## src/rtl/factorial_seq_ctrl.sv

```systemverilog
// Multi-cycle factorial sequencer: one multiply per clock between two valid/ready handshakes.
// Optional FACT_OVF_EN builds the full-width product and a sticky overflow flag.
module factorial_seq_ctrl #(
  parameter int N     = 4,
  parameter int OUT_W = 32
) (
  input  logic             clk,
  input  logic             rst_n,
  input  logic             in_valid,
  output logic             in_ready,
  input  logic [N-1:0]     number,
  output logic             out_valid,
  input  logic             out_ready,
  output logic [OUT_W-1:0] factorial,
  output logic             overflow,
  output logic             busy
);

  typedef enum logic [1:0] {IDLE, CALC, DONE} state_e;

  state_e           state_q, state_d;
  logic [OUT_W-1:0] acc_q, acc_d;
  logic [N-1:0]     idx_q, idx_d;
  logic [N-1:0]     n_q, n_d;
  logic [OUT_W-1:0] prod;

`ifdef FACT_OVF_EN
  logic [OUT_W+N-1:0] prod_full;
  logic               ovf_q, ovf_d;

  assign prod_full = {{N{1'b0}}, acc_q} * {{OUT_W{1'b0}}, idx_q};
  assign prod      = prod_full[OUT_W-1:0];
`else
  assign prod = acc_q * {{(OUT_W-N){1'b0}}, idx_q};
`endif

  always_comb begin
    state_d = state_q;
    acc_d   = acc_q;
    idx_d   = idx_q;
    n_d     = n_q;
`ifdef FACT_OVF_EN
    ovf_d   = ovf_q;
`endif
    case (state_q)
      IDLE: begin
        if (in_valid) begin
          n_d     = number;
          acc_d   = {{(OUT_W-1){1'b0}}, 1'b1};
          idx_d   = N'(2);
`ifdef FACT_OVF_EN
          ovf_d   = 1'b0;
`endif
          state_d = (number <= N'(1)) ? DONE : CALC;
        end
      end
      CALC: begin
        acc_d = prod;
`ifdef FACT_OVF_EN
        ovf_d = ovf_q | (|prod_full[OUT_W+N-1:OUT_W]);
`endif
        // Hold idx on the last multiply so it never wraps when n_q is all ones.
        if (idx_q == n_q) state_d = DONE;
        else              idx_d   = idx_q + N'(1);
      end
      DONE: begin
        if (out_ready) state_d = IDLE;
      end
      default: state_d = IDLE;
    endcase
  end

  always_ff @(posedge clk or negedge rst_n) begin
    if (!rst_n) begin
      state_q <= IDLE;
      acc_q   <= {{(OUT_W-1){1'b0}}, 1'b1};
      idx_q   <= '0;
      n_q     <= '0;
    end else begin
      state_q <= state_d;
      acc_q   <= acc_d;
      idx_q   <= idx_d;
      n_q     <= n_d;
    end
  end

`ifdef FACT_OVF_EN
  always_ff @(posedge clk or negedge rst_n) begin
    if (!rst_n) ovf_q <= 1'b0;
    else        ovf_q <= ovf_d;
  end
  assign overflow = (state_q == DONE) & ovf_q;
`else
  assign overflow = 1'b0;
`endif

  assign in_ready  = (state_q == IDLE);
  assign out_valid = (state_q == DONE);
  assign busy      = (state_q == CALC) | (state_q == DONE);
  assign factorial = out_valid ? acc_q : '0;

endmodule

```

## config.mk

```make
export PLATFORM = sky130hd
export DESIGN_NAME = factorial_seq_ctrl
export DESIGN_NICKNAME = d
export VERILOG_FILES = /design/src/rtl/factorial_seq_ctrl.sv
export SDC_FILE = /design/constraint.sdc
export NUM_CORES = 1
export LEC_CHECK = 0
export BUFFER_PORTS_ARGS = -buffer_cell sky130_fd_sc_hd__buf_4
export CAP_MARGIN = 25
export CORE_ASPECT_RATIO = 1.4
export CORE_UTILIZATION = 31
export DETAILED_ROUTE_END_ITERATION = 10
export GPL_TIMING_DRIVEN = 0
export SLEW_MARGIN = 15
export SYNTH_ARGS = -nofsm -noshare
export SYNTH_HDL_FRONTEND = slang
export SYNTH_SLANG_ARGS = --single-unit
```

## constraint.sdc

```tcl
create_clock -name clk -period 4.7 [get_ports clk]
set_input_delay 0.235 -clock clk [delete_from_list [all_inputs] [get_ports clk]]
set_output_delay 0.235 -clock clk [all_outputs]
set_load 0.01 [all_outputs]
```

Word-level counts from Yosys, hierarchy flattened
Cells that the tools add are included.

Add/subtract/negate cells: 1. Multiply operators: 1. Bitwise gates (word level): 1. Reduce and logical (&&, ||, !) cells: 6. Equality and inequality tests: 7. Multiplexer cells: 11. $lt $le $gt $ge: 1.

Operators with widths (number): 32-bit two-way mux (2); 32-bit one-hot mux with 2 select lines (1); 32-bit by 4-bit multiplier with 32-bit output (1); 2-bit two-way mux (4); 4-bit two-way mux (2); 4-bit one-hot mux with 2 select lines (1); 2-bit inequality test (second input constant) (3); 2-bit one-hot mux with 3 select lines (1); 3-bit AND reduction (2); 4-bit by 1-bit adder with 4-bit output (second input constant) (1); 4-bit == test (1); 4-bit by 1-bit <= comparator with 1-bit output (second input constant) (1); 2-bit AND reduction (2); 2-bit by 1-bit == test with 1-bit output (second input constant) (1); 2-bit == test (second input constant) (1); 2-bit zero test (1); 2-bit by 1-bit inequality test with 1-bit output (second input constant) (1); 2-bit nonzero test (1); 1-bit OR (1).

Bits in registers: 42. Word-level logic and storage cells: 32. Output and inout port bits: 36. Input port bits: 8.

Depth between registers and ports, before layout
Gate-level depths: netlist of the first run.

Depth in word-level cells: 4. Mapped depth: 17.

Least setup slack after synthesis of the first run
Ideal clock, no wire load.

Path kind: flip-flop to flip-flop. From: register idx_q[2]. To: register acc_q[31]. Arrival time: 3.673 ns. Setup time: 0.122 ns. Cell stages (with the launch flop): 18. Data required time: 4.578 ns. Clock period less this slack: 3.795 ns. Buffers on the path: 3. Path slack: 0.905 ns. Cell sequence: dfrtp_1 -> clkbuf_1 -> clkbuf_1 -> and2_1 -> fa_1 -> inv_1 -> fa_1 -> inv_1 -> ha_1 -> buf_2 -> a21oi_1 -> nor2b_1 -> o21ai_1 -> a221oi_2 -> o211ai_1 -> a41oi_1 -> mux2i_1 -> nand2_1.

Word-level cells in the longest chain between the ends: 2.

RTL lines: from (decl) (line 23) `logic [N-1:0] idx_q, idx_d;`; from (signal assigned) (line 82) `idx_q <= idx_d;`; 32-bit by 4-bit multiplier with 32-bit output (line 34) `assign prod = acc_q * {{(OUT_W-N){1'b0}}, idx_q};`; 32-bit one-hot mux with 2 select lines (line 45) `case (state_q)`; to (signal assigned) (line 76) `acc_q <= {{(OUT_W-1){1'b0}}, 1'b1};`; to (decl) (line 22) `logic [OUT_W-1:0] acc_q, acc_d;`.

Every way passes these cells. A chain may end at the register's enable or synchronous reset.

Worst setup path in the final report of the first run
Ends and elaborated chain as after synthesis.

==> results.md, run 1 <==
* Initial antenna violation count at 0
* CP top delay family: adder cells
* Peak supply drop at 0.000140 V
* Nets at 874
* Synth Register Bits at 42
* Die height at 164 µm
* Worst min path class: in2reg
* Routability cong. at 0.818
* Register area share after synthesis at 18.1%
* First-pass GRT wire length at 25.2 mm
* Final worst-path cycle share at 93.8%
* Reg2Reg Depth at 17
* Syn nets at 824
* Hold Violations, Final at 0
* Cell Rows at 58
* Port bufs at 42
* DPL Wire Length at 11.8 mm
* Post-route ant nets at 0
* Worst EP arrival at 4.60 ns
* Cell area after synthesis at 5810 µm²
* WL final at 15.0 mm
* H-tree depth at 2
* Largest net degree at the start of global routing at 43
* Flop2flop setup slack at 0.29 ns
* Crit Path Class: reg2reg
* Sw frac at 46.0%
* Placed cell count at 1005
* Vias at 4860
* Slew headroom at 53.8%
* Fmax at 0.227 GHz
* DRT Pass-1 Iters at 4
* Slew @ Worst Pin at 0.693 ns
* Warnings from Yosys at 0
* Synth Area per Inst at 8.04 µm²
* CTS tree: done
* Hold path cells at 2
* Status: complete, no violations
* Layout cells sized above 1 at 9.04%
* Area Overhead vs Synth at 13.8%
* Synth Instances at 723
* Crit end category: flip-flop
* Ports at 44
* Buf/Inv on CP at 5
* Min Tclk post-route at 4.41 ns
* Top_reg_cell synth: dfrtp_1
* Top cell type's share of synthesized area at 19.6%
* CTS buffer count at 5
* Clk pwr share at 23.6%
* Post-synth ARST share at 100%
* Count of different cell masters after synthesis at 57
* Root buffer cell: clkbuf_16
* Hold_sp: number[0]
* Setup TNS at 0 ns
* Horiz. Die Dim at 118 µm
* Crit path required time at 4.89 ns
* PD cells at 266 nW/µm²
* RSZ-0062 raised after global routing: no
* Top post-synthesis cells by area: fa_1 (20%), dfrtp_1 (18%), and2_1 (13%)
* Routed len/inst at 14.7 µm
* Die Area at 19300 µm²
* Grt ovf at 0
* P_sw at 0.811 mW
* Clk_skew at 0.00826 ns
* Slowest CP cell: fa_1
* Hold Path End: n_q[0]$_DFFE_PN0P_
* Final Core Density at 36.5%
* Vias per inst at 4.79
* Final Slew Violations at 0
* P_leak at 3.14 nW
* Clock sink count at 42
* Skew-Pair Late Insertion Delay at 0.30 ns
* Worst reg2reg path endpoint: acc_q[31]$_DFFE_PN0P_
* Share of power burned in registers at 28.3%
* Worst r2r src: idx_q[2]$_DFFE_PN0P_
* Worst path cell trace: clkbuf_1, clkbuf_2, and2_1, fa_1, inv_1, fa_1, inv_1, ha_1, buf_2, a21oi_1, nor2b_1, o21ai_1, a221oi_2, o211ai_1, a41oi_2, mux2i_1, nand2_1
* Post-synth EDFFs at 0
* Final Instance Count excl. Fillers at 1014
* Initial DRC count at 175
* Combinational power share at 48.1%
* Worst setup SP type: flip-flop
* GRT Util Overall at 16.4%
* Final setup fails at 0
* Antenna Cells at 0
* Vias in the first global route at 5177
* Cell count along the critical path at 17
* CP max FO at 10
* Crit path launch: idx_q[2]$_DFFE_PN0P_
* Drt drc at 0
* Clock-pin slew on the worst setup and hold paths at 0.07 ns
* Core ar. at 18100 µm²
* Max-cap violations at 0
* Slowest stage delay, CP at 0.54 ns
* Deepest clock path buffer count at 2
* Int Pwr at 0.951 mW
* Starting Density at 32.0%
* Post-CTS Setup Bufs at 0
* Area leader, netlist: fa_1
* Final hold slack at 0.164 ns
## repair_timing
action	4_1_cts	5_1_grt
setup endpoints to repair	0	1
endpoints found under the hold margin	41	0
gates resized for setup	0	7
hold buffers	1	0
## cells by family (layout without fill, tap and decap cells)
family	count (synthesis)	count (layout)	synth area share (%)
buffers and inverters	156	207	10.2
flip-flops	42	42	18.1
adder cells (fa/ha/maj)	93	93	27.4
XOR/XNOR	32	32	4.82
AND/OR/NAND/NOR	262	262	23.5
other	1	1	0.0645
AO/OA/AOI/OAI	129	129	14.4
multiplexers	8	8	1.49
## layer usage
layer  part of all wire [%]  track usage (%)
met1                     40             18.2
met2                     55             31.9
met3                    1.9             1.53
met4                    3.0             6.76
met5                      0                0
## how the worst max path moves through the flow
stage	endpoint	slack (ns)
6_report	acc_q[31]$_DFFE_PN0P_	0.29
5_1_grt	acc_q[31]$_DFFE_PN0P_	0.03
4_1_cts	acc_q[31]$_DFFE_PN0P_	0.19
3_5_place_dp	acc_q[31]$_DFFE_PN0P_	0.21
3_3_place_gp	acc_q[31]$_DFFE_PN0P_	0.24
2_1_floorplan	acc_q[31]$_DFFE_PN0P_	0.91
## synth_stat cells (all sizes together), types with 10 or more instances
cell / number
clkbuf: 25
ha: 36
and2: 121
nand2: 86
a21oi: 35
o21ai: 45
nand4: 10
inv: 126
fa: 57
dfrtp: 41
xnor2: 22
nor2: 21
xor2: 10
## cell usage in the layout (no fill, tap or decap), types with 3 or more instances in the layout
cell type	netlist	routed
xor2_1	10	10
a21oi_1	35	35
mux2_2	4	4
xnor2_1	22	22
nand2_1	86	86
o21ai_1	16	16
and2_1	121	121
clkbuf_16	0	5
a21o_1	6	6
mux2i_1	3	3
inv_1	126	126
fa_1	57	57
nand2b_1	4	4
clkbuf_1	25	23
clkbuf_2	0	3
ha_1	36	36
buf_2	4	4
a22o_1	3	3
nand3_1	5	5
nand4_1	10	10
a211oi_1	3	3
o21ai_0	28	28
dfrtp_1	41	41
nor3_1	8	8
nor2_1	21	21
a31oi_1	3	3
o21bai_1	7	7
buf_4	1	43
## flip-flops by register name, indices dropped and copies added (netlist names)
signal and flops:
state_q 2, idx_q 4, n_q 4, acc_q 32
## power groups by stage
stage	clock [mW]	sequential, mW	combinational (mW)
2_1_floorplan	0	0.477	0.555
3_3_place_gp	0	0.505	0.849
3_5_place_dp	0	0.508	0.854
4_1_cts	0.421	0.501	0.861
5_1_grt	0.436	0.511	0.960
6_report	0.416	0.499	0.847
## cell type report
cell class,count,area (µm²)
Sequential cell,42,1050
Tap cell,240,300
Buffer,30,125
Fill cell,1977,11500
Clock inverter,2,37.5
Multi-Input combinational cell,525,4170
Timing Repair Buffer,43,325
Inverter,126,473
Clock buffer,6,129
## per-stage QoR
stage               worst slack, ns  instance area [µm²]  power, mW
floorplan                     0.905                 5810       1.03
global placement              0.239                 6430       1.35
detailed placement            0.206                 6430       1.36
CTS                           0.188                 6610       1.78
global route                 0.0307                 6620       1.91
finish                        0.289                 6620       1.76
(Power assumes the default switching activity.)
==> run 2: changes to the inputs <==
--- a/config.mk
+++ b/config.mk
@@ -11,6 +11,7 @@
 export CORE_UTILIZATION = 31
 export DETAILED_ROUTE_END_ITERATION = 10
 export GPL_TIMING_DRIVEN = 0
+export PLACE_DENSITY = 0.51
 export SLEW_MARGIN = 15
 export SYNTH_ARGS = -nofsm -noshare
 export SYNTH_HDL_FRONTEND = slang
==> constraint.sdc (replaced) <==
create_clock -name clk -period 4.7 [get_ports clk]
set_input_delay 0.47 -clock clk [delete_from_list [all_inputs] [get_ports clk]]
set_output_delay 0.47 -clock clk [all_outputs]
set_load 0.01 [all_outputs]
==> run 2 against run 1 <==
Net effect:
- sequential share of layout area about the same
- cell count about the same
- combinational power up 1%
- via count down 0.43%
- maximum frequency down 1.3%
- wire length up 5.1%
- non-clock buffer count down 1
- largest cell class unchanged
- first-iteration DRC count up 16%
- die area unchanged
==> results.md, run 2 (synthesis gave the netlist of run 1 again) <==
* Ports at 44
* Clk_skew at 0.00907 ns
* H-tree depth at 2
* GRT Util Overall at 17.4%
* Vias at 4839
* Total power at 1.77 mW
* WL final at 15.7 mm
* Worst EP arrival at 4.65 ns
* Drt drc at 0
* Biggest register: acc_q
* CP max FO at 10
* Fmax at 0.224 GHz
* Setup TNS at 0 ns
* Commonest non-fill, non-tap cell in the layout: inv_1
* Deepest clock path buffer count at 2
* Slowest CP cell: fa_1
* Vias per inst at 4.78
* Starting Density at 32.0%
* Final Core Density at 36.4%
* Root buffer cell: clkbuf_16
* Buf/Inv on CP at 4
* Fin area at 6600 µm²
* Post-CTS Resized at 0
* Area Overhead vs Synth at 13.5%
* CP top delay family: adder cells
* First-pass GRT wire length at 26.5 mm
* Layout cells sized above 1 at 9.31%
* Routability cong. at 0.816
* Post-place setup slack at 0.167 ns
* DP Area at 6430 µm²
* Crit path required time at 4.88 ns
* Post-route ant nets at 0
* Status: complete, no violations
* Crit end category: flip-flop
* Largest regs: acc_q x32, idx_q x4, n_q x4
* Final setup fails at 0
* PD cells at 268 nW/µm²
* Crit Path Class: reg2reg
* Slowest stage delay, CP at 0.52 ns
* RSZ-0062 raised after global routing: no
* Worst path cell trace: clkbuf_1, and2_1, fa_1, inv_1, fa_1, inv_1, ha_1, buf_2, a21oi_1, nor2b_1, o21ai_1, a221oi_2, o211ai_1, a41oi_1, mux2i_1, nand2_1
* Cell Rows at 58
* Post-CTS Setup Bufs at 0
* Worst min path class: in2async
* Horiz. Die Dim at 118 µm
* Clock sink count at 42
* Die height at 164 µm
* Final hold slack at 0.192 ns
* Slew headroom at 50.2%
* CTS tree: done
* Largest net degree at the start of global routing at 43
* Post-route setup slack at 0.230 ns
* Antenna Cells at 0
* Final Slew Violations at 0
* P_leak at 3.15 nW
* DPL Wire Length at 12.2 mm
* Final worst-path cycle share at 95.1%
* Final Instance Count excl. Fillers at 1013
* Highest-count cells in the layout ignoring fill and taps: inv_1 (126), and2_1 (121), nand2_1 (86)
* Peak supply drop at 0.000155 V
* CTS buffer count at 5
* Worst setup SP type: flip-flop
* Min Tclk post-route at 4.47 ns
* DRT Pass-1 Iters at 6
* Port bufs at 42
* Initial DRC count at 203
* Hold Violations, Final at 0
* Routed len/inst at 15.5 µm
* Fillcell total at 1963
* Vias in the first global route at 5131
* Hold_buf cts at 0
* Clock-pin slew on the worst setup and hold paths at 0.07 ns
* Die Area at 19300 µm²
* Nets at 873
* Skew-Pair Late Insertion Delay at 0.30 ns
* Slew @ Worst Pin at 0.748 ns
* Initial antenna violation count at 0
* Max reg flops at 32
* Grt ovf at 0
* Max-cap violations at 0
* Core ar. at 18100 µm²
* Placed cell count at 1005
-- run 2: cell types whose count changed in the layout (fill, tap and decap cells not counted) --
cell	change
dlygate4sd3_1	-1
a41oi_1	+1
clkbuf_1	-3
clkinv_2	+2
clkinvlp_4	-1
buf_2	+1
a41oi_2	-1
clkbuf_2	+1
-- run 2: area by class of cell --
class	count	area (µm²)	area share, %
multi-input combinational	525	4170	63.1
sequential	42	1050	15.9
inverter	126	473	7.17
timing repair buffer	42	315	4.78
tap	240	300	4.55
buffer	30	128	1.93
clock buffer	5	125	1.90
clock inverter	3	40.0	0.607
-- run 2: final timing paths --
check | start | endpoint | slack [ns] | cells past startpoint
worst min register to register | n_q[1]$_DFFE_PN0P_ | n_q[1]$_DFFE_PN0P_ | 0.54 | 1
max in group asynchronous | rst_n | acc_q[11]$_DFFE_PN0P_ | 4.09 | 1
min in group clk | number[0] | n_q[0]$_DFFE_PN0P_ | 0.40 | 2
worst min-delay path | rst_n | n_q[2]$_DFFE_PN0P_ | 0.19 | 1
worst max register to register | idx_q[1]$_DFFE_PN0P_ | acc_q[31]$_DFFE_PN0P_ | 0.23 | 16
worst max-delay path | idx_q[1]$_DFFE_PN0P_ | acc_q[31]$_DFFE_PN0P_ | 0.23 | 16
-- run 2: report_power, final --
group / leakage [nW] / switching, mW / internal [mW]
combinational: 2.50 / 0.584 / 0.273
sequential: 0.564 / 0.0727 / 0.427
clock: 0.0836 / 0.165 / 0.250
-- run 2: per-layer routing --
metal  vias up  global-route usage (%)  routed length [µm]
met5         -                       0                   0
met4         0                    6.12                 348
met3        18                    1.35                 234
met2        47                    33.1                8430
met1      2388                    20.4                6710
li1       2386                       -                   -
==> run 3: changes to the inputs <==
--- a/config.mk
+++ b/config.mk
@@ -12,6 +12,7 @@
 export DETAILED_ROUTE_END_ITERATION = 10
 export GPL_TIMING_DRIVEN = 0
 export PLACE_DENSITY = 0.51
+export RECOVER_POWER = 25
 export SLEW_MARGIN = 15
 export SYNTH_ARGS = -nofsm -noshare
 export SYNTH_HDL_FRONTEND = slang
==> run 3 against run 2 <==
Net effect:
- the flow now finishes with violations (max-capacitance violations, max-slew violations)
- utilization about the same
- power about the same
- non-clock buffer count unchanged
- die area unchanged
- cell area about the same
- flip-flop and latch count unchanged
- global-route usage unchanged
- first-iteration DRC count unchanged
- critical endpoint unchanged
- largest cell class unchanged
- largest power group unchanged
==> results.md, run 3 (synthesis gave the netlist of run 1 again) <==
* DRT Pass-1 Iters at 6
* Max reg flops at 32
* First-pass GRT wire length at 26.5 mm
* Grt ovf at 0
* PD cells at 269 nW/µm²
* Horiz. Die Dim at 118 µm
* Biggest register: acc_q
* Failing checks: max-capacitance violations, max-slew violations
* Flop2flop setup slack at 0.23 ns
* Min Tclk post-route at 4.47 ns
* H-tree depth at 2
* Worst setup SP type: flip-flop
* Drt drc at 0
* Worst r2r src: idx_q[1]$_DFFE_PN0P_
* Ports at 44
* Worst EP arrival at 4.65 ns
* Largest net degree at the start of global routing at 43
* Clock sink count at 42
* Routed len/inst at 15.5 µm
* RSZ-0062 raised after global routing: no
* Largest regs: acc_q x32, idx_q x4, n_q x4
* Post-CTS Resized at 0
* Worst path cell trace: clkbuf_1, and2_1, fa_1, inv_1, fa_1, inv_1, ha_1, buf_2, a21oi_1, nor2b_1, o21ai_1, a221oi_2, o211ai_1, a41oi_1, mux2i_1, nand2_1
* Post-CTS Setup Bufs at 0
* Hold path cells at 2
* Cell Rows at 58
* Status: finished with violations
* P_leak at 3.14 nW
* Crit path required time at 4.88 ns
* Reg2Reg Depth at 16
* Slowest CP cell: fa_1
* CTS tree: done
* CTS buffer count at 5
* Max-cap violations at 1
* Crit end category: flip-flop
* Die Area at 19300 µm²
* Fmax at 0.224 GHz
* Root buffer cell: clkbuf_16
* Vias per inst at 4.77
* Hold_buf cts at 0
* Final worst-path cycle share at 95.1%
* Antenna Cells at 0
* Deepest clock path buffer count at 2
* Die height at 164 µm
* DPL Wire Length at 12.2 mm
* Slowest stage delay, CP at 0.52 ns
* Slew headroom at -75.1%
* WL final at 15.7 mm
* Core ar. at 18100 µm²
* Clock-pin slew on the worst setup and hold paths at 0.07 ns
* Area Overhead vs Synth at 13.5%
* Final setup fails at 0
* Starting Density at 32.0%
* Crit Path Class: reg2reg
* Nets at 873
* Vias at 4836
* Initial antenna violation count at 0
* Worst reg2reg path endpoint: acc_q[31]$_DFFE_PN0P_
* Layout cells sized above 1 at 9.18%
* Hold_sp: number[0]
* Final Slew Violations at 43
* Peak supply drop at 0.000156 V
* Routability cong. at 0.816
* Setup TNS at 0 ns
* GRT Util Overall at 17.4%
* Slew @ Worst Pin at 2.63 ns
* Worst min path class: in2reg
* Commonest non-fill, non-tap cell in the layout: inv_1
* Hold Violations, Final at 0
* Post-route ant nets at 0
* Skew-Pair Late Insertion Delay at 0.30 ns
* Post-route setup slack at 0.228 ns
* Port bufs at 42
* Initial DRC count at 203
* Hold Path End: n_q[0]$_DFFE_PN0P_
* Highest-count cells in the layout ignoring fill and taps: inv_1 (126), and2_1 (121), nand2_1 (86)
* Post-place setup slack at 0.167 ns
* Vias in the first global route at 5131
* CP max FO at 10
* Clk_skew at 0.00865 ns
-- run 3: changes by cell type in the layout (fill, tap and decap cells not counted), sizes merged --
cell,previous run,this run
clkbuf,29,30
buf,48,47
-- run 3: layout make-up --
class / count / area [µm²]
plain buffers: 30 / 128
clock buffers: 5 / 125
clock inverters: 3 / 40.0
fillers: 1964 / 11500
inverters: 126 / 473
multi-input cells: 525 / 4170
flip-flops and latches: 42 / 1050
well taps: 240 / 300
repair buffers: 42 / 312
-- run 3: metrics by stage --
stage / util, % / hold slack, ns / cells / power (mW) / cell area, µm²
after floorplan: - / 0.174 / 723 / 1.03 / 5810
after global placement: 35.4 / 0.525 / 1005 / 1.37 / 6430
after detailed placement: 35.4 / 0.527 / 1005 / 1.38 / 6430
after CTS: 36.3 / 0.219 / 1013 / 1.80 / 6590
after global routing: 36.4 / 0.399 / 1013 / 1.92 / 6600
final: 36.4 / 0.402 / 1013 / 1.77 / 6600
-- run 3: per-layer routing --
layer	share of wire (%)	up-vias	GRT usage [%]
li1	-	2386	-
met4	2.2	0	6.12
met1	43	2385	20.4
met2	54	47	33.1
met3	1.5	18	1.35
met5	0	-	0
-- run 3: critical path: cells and delay by family, from the launching register on --
kind                       cells  cell delay (ns)
adders and majority gates      3             1.26
AOI/OAI and AO/OA              5             1.25
buffers and inverters          4             0.61
DFF                            1             0.50
and+or+nand+nor                3             0.50
muxes                          1             0.22
-- run 3: how the worst max path moves through the flow --
stage | slack (ns) | cells after the start | endpoint | start
6_report | 0.23 | 16 | acc_q[31]$_DFFE_PN0P_ | idx_q[1]$_DFFE_PN0P_
5_1_grt | 0.004 | 16 | acc_q[31]$_DFFE_PN0P_ | idx_q[1]$_DFFE_PN0P_
4_1_cts | 0.15 | 15 | acc_q[31]$_DFFE_PN0P_ | idx_q[3]$_DFFE_PN0P_
3_5_place_dp | 0.17 | 15 | acc_q[31]$_DFFE_PN0P_ | idx_q[3]$_DFFE_PN0P_
3_3_place_gp | 0.19 | 15 | acc_q[31]$_DFFE_PN0P_ | idx_q[3]$_DFFE_PN0P_
2_1_floorplan | 0.91 | 17 | acc_q[31]$_DFFE_PN0P_ | idx_q[2]$_DFFE_PN0P_
-- run 3: where the power goes --
part | leakage (nW) | internal, mW | switching (mW)
clock | 0.0836 | 0.250 | 0.165
combinational | 2.50 | 0.273 | 0.584
sequential | 0.564 | 0.427 | 0.0727
